[src/rtl/countdown_fsm_if.sv]
// rtl/countdown_fsm_if.sv - control/status bundle for countdown_fsm
// master drives start/load/hold/stop; slave (the counter) returns count/busy/done.
interface countdown_fsm_if #(
  parameter int N = 32
);
  localparam int W = $clog2(N);

  logic         start;
  logic [W-1:0] load_val;
  logic         hold;
  logic         stop;
  logic [W-1:0] count;
  logic         busy;
  logic         done;

  modport master (
    output start, load_val, hold, stop,
    input  count, busy, done
  );

  modport slave (
    input  start, load_val, hold, stop,
    output count, busy, done
  );
endinterface

[src/rtl/countdown_fsm.sv]
// rtl/countdown_fsm.sv - loadable modulo-N down-counter with start/stop/hold and done pulse
// Define COUNTDOWN_FSM_AUTORELOAD_EN for periodic reload at terminal count instead of one-shot.
module countdown_fsm #(
  parameter int N = 32
) (
  input logic           clk,
  input logic           reset,
  countdown_fsm_if.slave bus
);
  localparam int W = $clog2(N);
  localparam logic [W-1:0] MAX_VAL = W'(N - 1);

  typedef enum logic [1:0] {
    S_IDLE  = 2'd0,
    S_COUNT = 2'd1,
    S_DONE  = 2'd2
  } state_t;

  state_t       r_state;
  logic [W-1:0] r_count;
  logic         r_busy;
  logic         r_done;

  state_t       w_state_nxt;
  logic [W-1:0] w_count_nxt;
  logic         w_done_nxt;
  logic [W-1:0] w_load;

`ifdef COUNTDOWN_FSM_AUTORELOAD_EN
  logic [W-1:0] r_reload;
  logic [W-1:0] w_reload_nxt;
`endif

  assign w_load = (bus.load_val > MAX_VAL) ? MAX_VAL : bus.load_val;

  always_ff @(posedge clk) begin
    if (reset) begin
      r_state <= S_IDLE;
      r_count <= '0;
      r_busy  <= 1'b0;
      r_done  <= 1'b0;
`ifdef COUNTDOWN_FSM_AUTORELOAD_EN
      r_reload <= '0;
`endif
    end else begin
      r_state <= w_state_nxt;
      r_count <= w_count_nxt;
      r_busy  <= (w_state_nxt == S_COUNT);
      r_done  <= w_done_nxt;
`ifdef COUNTDOWN_FSM_AUTORELOAD_EN
      r_reload <= w_reload_nxt;
`endif
    end
  end

  always_comb begin
    w_state_nxt = r_state;
    w_count_nxt = r_count;
    w_done_nxt  = 1'b0;
`ifdef COUNTDOWN_FSM_AUTORELOAD_EN
    w_reload_nxt = r_reload;
`endif
    case (r_state)
      S_IDLE, S_DONE: begin
        if (bus.start) begin
          w_state_nxt = S_COUNT;
          w_count_nxt = w_load;
`ifdef COUNTDOWN_FSM_AUTORELOAD_EN
          w_reload_nxt = w_load;
`endif
        end else begin
          w_state_nxt = S_IDLE;
        end
      end
      S_COUNT: begin
        // stop beats hold beats decrement; start is ignored while counting
        if (bus.stop) begin
          w_state_nxt = S_IDLE;
        end else if (bus.hold) begin
          w_state_nxt = S_COUNT;
        end else if (r_count != '0) begin
          w_count_nxt = r_count - 1'b1;
        end else begin
          w_done_nxt = 1'b1;
`ifdef COUNTDOWN_FSM_AUTORELOAD_EN
          w_count_nxt = r_reload;
`else
          w_state_nxt = S_DONE;
`endif
        end
      end
      default: begin
        w_state_nxt = S_IDLE;
        w_count_nxt = '0;
      end
    endcase
  end

  always_comb begin
    bus.count = r_count;
    bus.busy  = r_busy;
    bus.done  = r_done;
  end
endmodule

[src/flat_wrapper.sv]
// flat-port wrapper written by rule: the top's interface ports become plain ports
module countdown_fsm_flat 
#(
  parameter int N = 32
)
  (clk, reset, bus_start, bus_load_val, bus_hold, bus_stop, bus_count, bus_busy, bus_done);
  countdown_fsm_if #(.N(N)) bus_i ();
  input logic clk;
  input logic reset;
  input wire logic [$bits(bus_i.start)-1:0] bus_start;
  input wire logic [$bits(bus_i.load_val)-1:0] bus_load_val;
  input wire logic [$bits(bus_i.hold)-1:0] bus_hold;
  input wire logic [$bits(bus_i.stop)-1:0] bus_stop;
  output wire logic [$bits(bus_i.count)-1:0] bus_count;
  output wire logic [$bits(bus_i.busy)-1:0] bus_busy;
  output wire logic [$bits(bus_i.done)-1:0] bus_done;
  assign bus_i.start = bus_start;
  assign bus_i.load_val = bus_load_val;
  assign bus_i.hold = bus_hold;
  assign bus_i.stop = bus_stop;
  assign bus_count = bus_i.count;
  assign bus_busy = bus_i.busy;
  assign bus_done = bus_i.done;
  countdown_fsm #(.N(N)) u_core (.clk(clk), .reset(reset), .bus(bus_i));
endmodule
[config.mk]
export PLATFORM = sky130hd
export DESIGN_NAME = countdown_fsm_flat
export DESIGN_NICKNAME = d
export VERILOG_FILES = /design/src/rtl/countdown_fsm_if.sv /design/src/rtl/countdown_fsm.sv /design/src/flat_wrapper.sv
export SDC_FILE = /design/constraint.sdc
export NUM_CORES = 1
export LEC_CHECK = 0
export CAP_MARGIN = 20
export CORE_ASPECT_RATIO = 0.8
export CORE_MARGIN = 2
export CORE_UTILIZATION = 25
export DETAILED_ROUTE_END_ITERATION = 7
export PLACE_DENSITY_LB_ADDON = 0.12
export SLEW_MARGIN = 20
export SYNTH_ARGS = -nofsm -noshare
export SYNTH_HDL_FRONTEND = slang
export SYNTH_SLANG_ARGS = --single-unit
[constraint.sdc]
create_clock -name clk -period 1.7 [get_ports clk]
set_input_delay 0.34 -clock clk [delete_from_list [all_inputs] [get_ports clk]]
set_output_delay 0.34 -clock clk [all_outputs]
set_load 0.005 [all_outputs]
==> impl_results.md <==
- Cell-internal power: 412.5 uW
- Post-route design area: 690.7 um^2
- Hold path start: u_core.bus.count[4]$_SDFFE_PP0P_
- Hold Path End: u_core.bus.count[4]$_SDFFE_PP0P_
- Cell chain of the critical path: clkdlybuf4s50_1
- Cell count after synthesis: 54
- RSZ-0062 raised after global routing: no
- Share of final-layout standard cells stronger than drive strength 1: roughly an eighth
- Sequential cell area: 180.2 um^2
- Synth top area cells: dfxtp_1 (40%), a21oi_1 (7.7%), nor2_1 (7.4%)
- Worst IR Drop VDD: around 490 uV
- CTS Root Cell: clkbuf_4
- Vias per cell: 4.592
- Crit share post-route: 93.56%
- First-pass GRT wire length: approximately 1.9 mm
- Number of standard-cell rows in the floorplan: 13
- Slowest-stage cell, CP: clkdlybuf4s50_1
- Initial DRC count: 3
- Synthesized netlist net count: 65
- Worst setup EP type: primary output
- X dimension of the die: 51.66 um
- Maximum clock skew at final layout: 4.295 ps
- Initial antenna violation count: 0
- Max Clk Rate: 628.7 MHz
- Worst skew pair latency: 260 ps
- HPWL after DPL: 864.9 um
- Vias in the first global route: 433
- YS warnings: 0
- Filler Cell Count: 195
- Net switching fraction of the power: 28.33%
- CP Data Required Time: 1360 ps
- Remaining Overflow, GRT: 0
- Non-filler instance count after layout: 98
- Static Leakage: between 0.2 and 0.3 nW
- Worst hold path type: register to register
- Slew at the pin closest to its max-slew limit: ~340 ps
- Total area of multi-input combinational cells: 255.2 um^2
- Mean cell area of the mapped netlist: 8.411 um^2
- Cell total after placement: 94
- Synthesized cell area: 454.2 um^2
- Worst hold path depth: 2
- Fraction of post-synthesis cell area in the top cell type by area: 39.67%
- Routability Congestion: 0.7029
- Total I/O pin count: 17
- Pre-Repair DR Iteration Count: 4
- Clock Sink Count: 9
- Antenna viol nets, final: 0
- Post-CTS Setup Repair Bufs: 0
- Status: finished, final reports clean
- Sequential fraction of design power: 42.3%
- Count of flip-flops with a built-in enable after synthesis: 0
- Areal power density over the cells: about 830 mW/mm^2
- Combinational share of power: 28.9%
- Maxcap violations: 0
- Seq cells post-synth: 9
- Pre-CTS setup slack: -91.75 ps
- Die Footprint: 0.002176 mm^2
- Largest area contributor in the synthesized netlist: dfxtp_1
- Core area: 0.001659 mm^2
- CTS clock-pin slew for the worst setup and hold paths: approximately 60 ps
- Synthesis-to-layout area growth: 52.07%
- Initial Utilization: 27.38%
- Number of distinct library cell variants in the gate-level netlist after synthesis: 23
- Final net count: 88
- Post-synthesis sequential area ratio: 39.67%
- Worst slew margin: between 70% and 80%
- Final Critical Period: 1591 ps
- Family with the most delay on the worst path: buffers and inverters
- Post-detailed-route DRC marker count: 0
- Most used DFF post-synth: dfxtp_1
- Detail-routed net length per standard cell: 10.94 um
- Type of the worst setup path: register to primary output
- Critical path fanouts, max: 6
- Maximum buffer depth of the clock tree: 2
- Net load switching power: 163.0 uW
- Critical register-to-register path startpoint: u_core.bus.count[1]$_SDFFE_PP0P_
- Placed cell areas: 664.4 um^2
- Most numerous cell types in the synthesized netlist: dfxtp_1 (9), nor2_1 (9), a21oi_1 (7)
- Final setup vio count: 0
- Final hold violation count: 0
- Vias after detailed routing: 450
- TritonCTS clock tree: done
- Maximum single-stage delay on the critical path: 540 ps
- Count of port buffers added during placement: 16
- Endpoint of the worst register-to-register path: u_core.bus.count[1]$_SDFFE_PP0P_
- Clock network fraction of design power: approximately 29%
- Clock buffer count from CTS: 3
- Routed WL: 1.072 mm
- Total negative slack for setup checks: 0 ps
- Endpoint arrival time on the critical path: 1250 ps
- Final hold slack: between 500 and 600 ps
- Share of synthesized registers carrying an async set or reset: 0%
- Buffers and inverters on the worst path: 1
- PostCTS Resize Cnt: 0
- Category of the worst setup path launch point: register
- Overall routing resource usage: 11.97%
- Die boundary height: approximately 42 um
- Number of buffers inserted by hold repair at cts: 0
- Number of levels the H-tree was split into: 1
- Pin count of the biggest net entering global routing: 10
- Number of slew-limit violations in the final report: 0
- Diode count: 0
- Final worst-path setup slack: 109.4 ps
- Worst reg2reg setup slack: 130 ps
- Number of cells traversed by the worst register-to-register path: 6
==> through the flow <==
step | power (mW) | util [%]
floorplan | 0.3407 | -
global placement | 0.4170 | 40.05
detailed placement | 0.4163 | 40.05
CTS | 0.5858 | 41.63
global route | 0.6174 | 41.63
finish | 0.5755 | 41.63
==> kinds of logic after synthesis <==
| logic type | after synthesis | synth area share [%] |
|---|---|---|
| mux | 1 | 2.204 |
| flops | 9 | 39.67 |
| fa+ha+maj | 1 | 2.754 |
| compound gates | 17 | 25.89 |
| buf+inv | 5 | 4.130 |
| simple gates | 20 | 23.41 |
| xor+xnor | 1 | 1.929 |
==> routing by layer <==
layer | wire length (um) | track usage, % | share of wire, % | vias up
met3 | 86 | 7.857 | 8.0 | 2
li1 | - | - | - | 241
met4 | 10 | 4.211 | 0.93 | 0
met1 | 554 | 15.67 | 52 | 195
met5 | 0 | 0 | 0 | -
met2 | 421 | 15.38 | 39 | 12
==> worst max-delay path by stage <==
| stage | startpoint | end | slack, ps | cells past startpoint |
|---|---|---|---|---|
| detailed placement | bus_hold | u_core.bus.count[1]$_SDFFE_PP0P_ | -90 | 5 |
| finish | u_core.bus.count[3]$_SDFFE_PP0P_ | bus_count[3] | 110 | 1 |
| global placement | bus_hold | u_core.bus.count[1]$_SDFFE_PP0P_ | -110 | 5 |
| global route | u_core.bus.count[1]$_SDFFE_PP0P_ | u_core.bus.count[0]$_SDFFE_PP0P_ | 0.06 | 6 |
| floorplan | u_core.bus.count[0]$_SDFFE_PP0P_ | u_core.bus.count[0]$_SDFFE_PP0P_ | 220 | 6 |
| CTS | u_core.bus.count[1]$_SDFFE_PP0P_ | u_core.bus.count[1]$_SDFFE_PP0P_ | 100 | 6 |
==> flip-flops by register name (all words and copies together) (netlist names) <==
register and flops:
u_core.bus.done 1, u_core.bus.busy 1, u_core.r_state 2, u_core.bus.count 5
==> power groups by stage <==
| stage | Clock, mW | Combinational, mW | Sequential (mW) |
|---|---|---|---|
| after floorplan | 0 | 0.0922 | 0.249 |
| after global placement | 0 | 0.169 | 0.248 |
| after detailed placement | 0 | 0.168 | 0.248 |
| after CTS | 0.174 | 0.168 | 0.244 |
| after global routing | 0.185 | 0.186 | 0.247 |
| final | 0.166 | 0.166 | 0.243 |
==> cell type report <==
class | count | share of cell area [%]
clock buffers | 4 | 3.804
inverters | 3 | 1.630
multi-input cells | 40 | 36.96
flip-flops and latches | 9 | 26.09
well taps | 22 | 3.986
repair buffers | 20 | 27.54
==> placed cells by master (no fill, tap or decap) <==
cell and instances:
clkdlybuf4s50_1 16, nor2_1 9, dfxtp_1 9, a21oi_1 7
buf_4 4, inv_1 3, a211oi_1 3, o21ai_0 3
clkbuf_4 3, nand2b_1 2, nor4_1 2, nand2_1 2
or3_1 1, or2_4 1, nor4b_2 1, mux2i_1 1
o31ai_4 1, nor3_1 1, xnor2_1 1, a2bb2oi_1 1
o2bb2ai_1 1, nand3_1 1, a31oi_1 1, ha_1 1
clkbuf_1 1
Power figures use the tool's default switching activity.
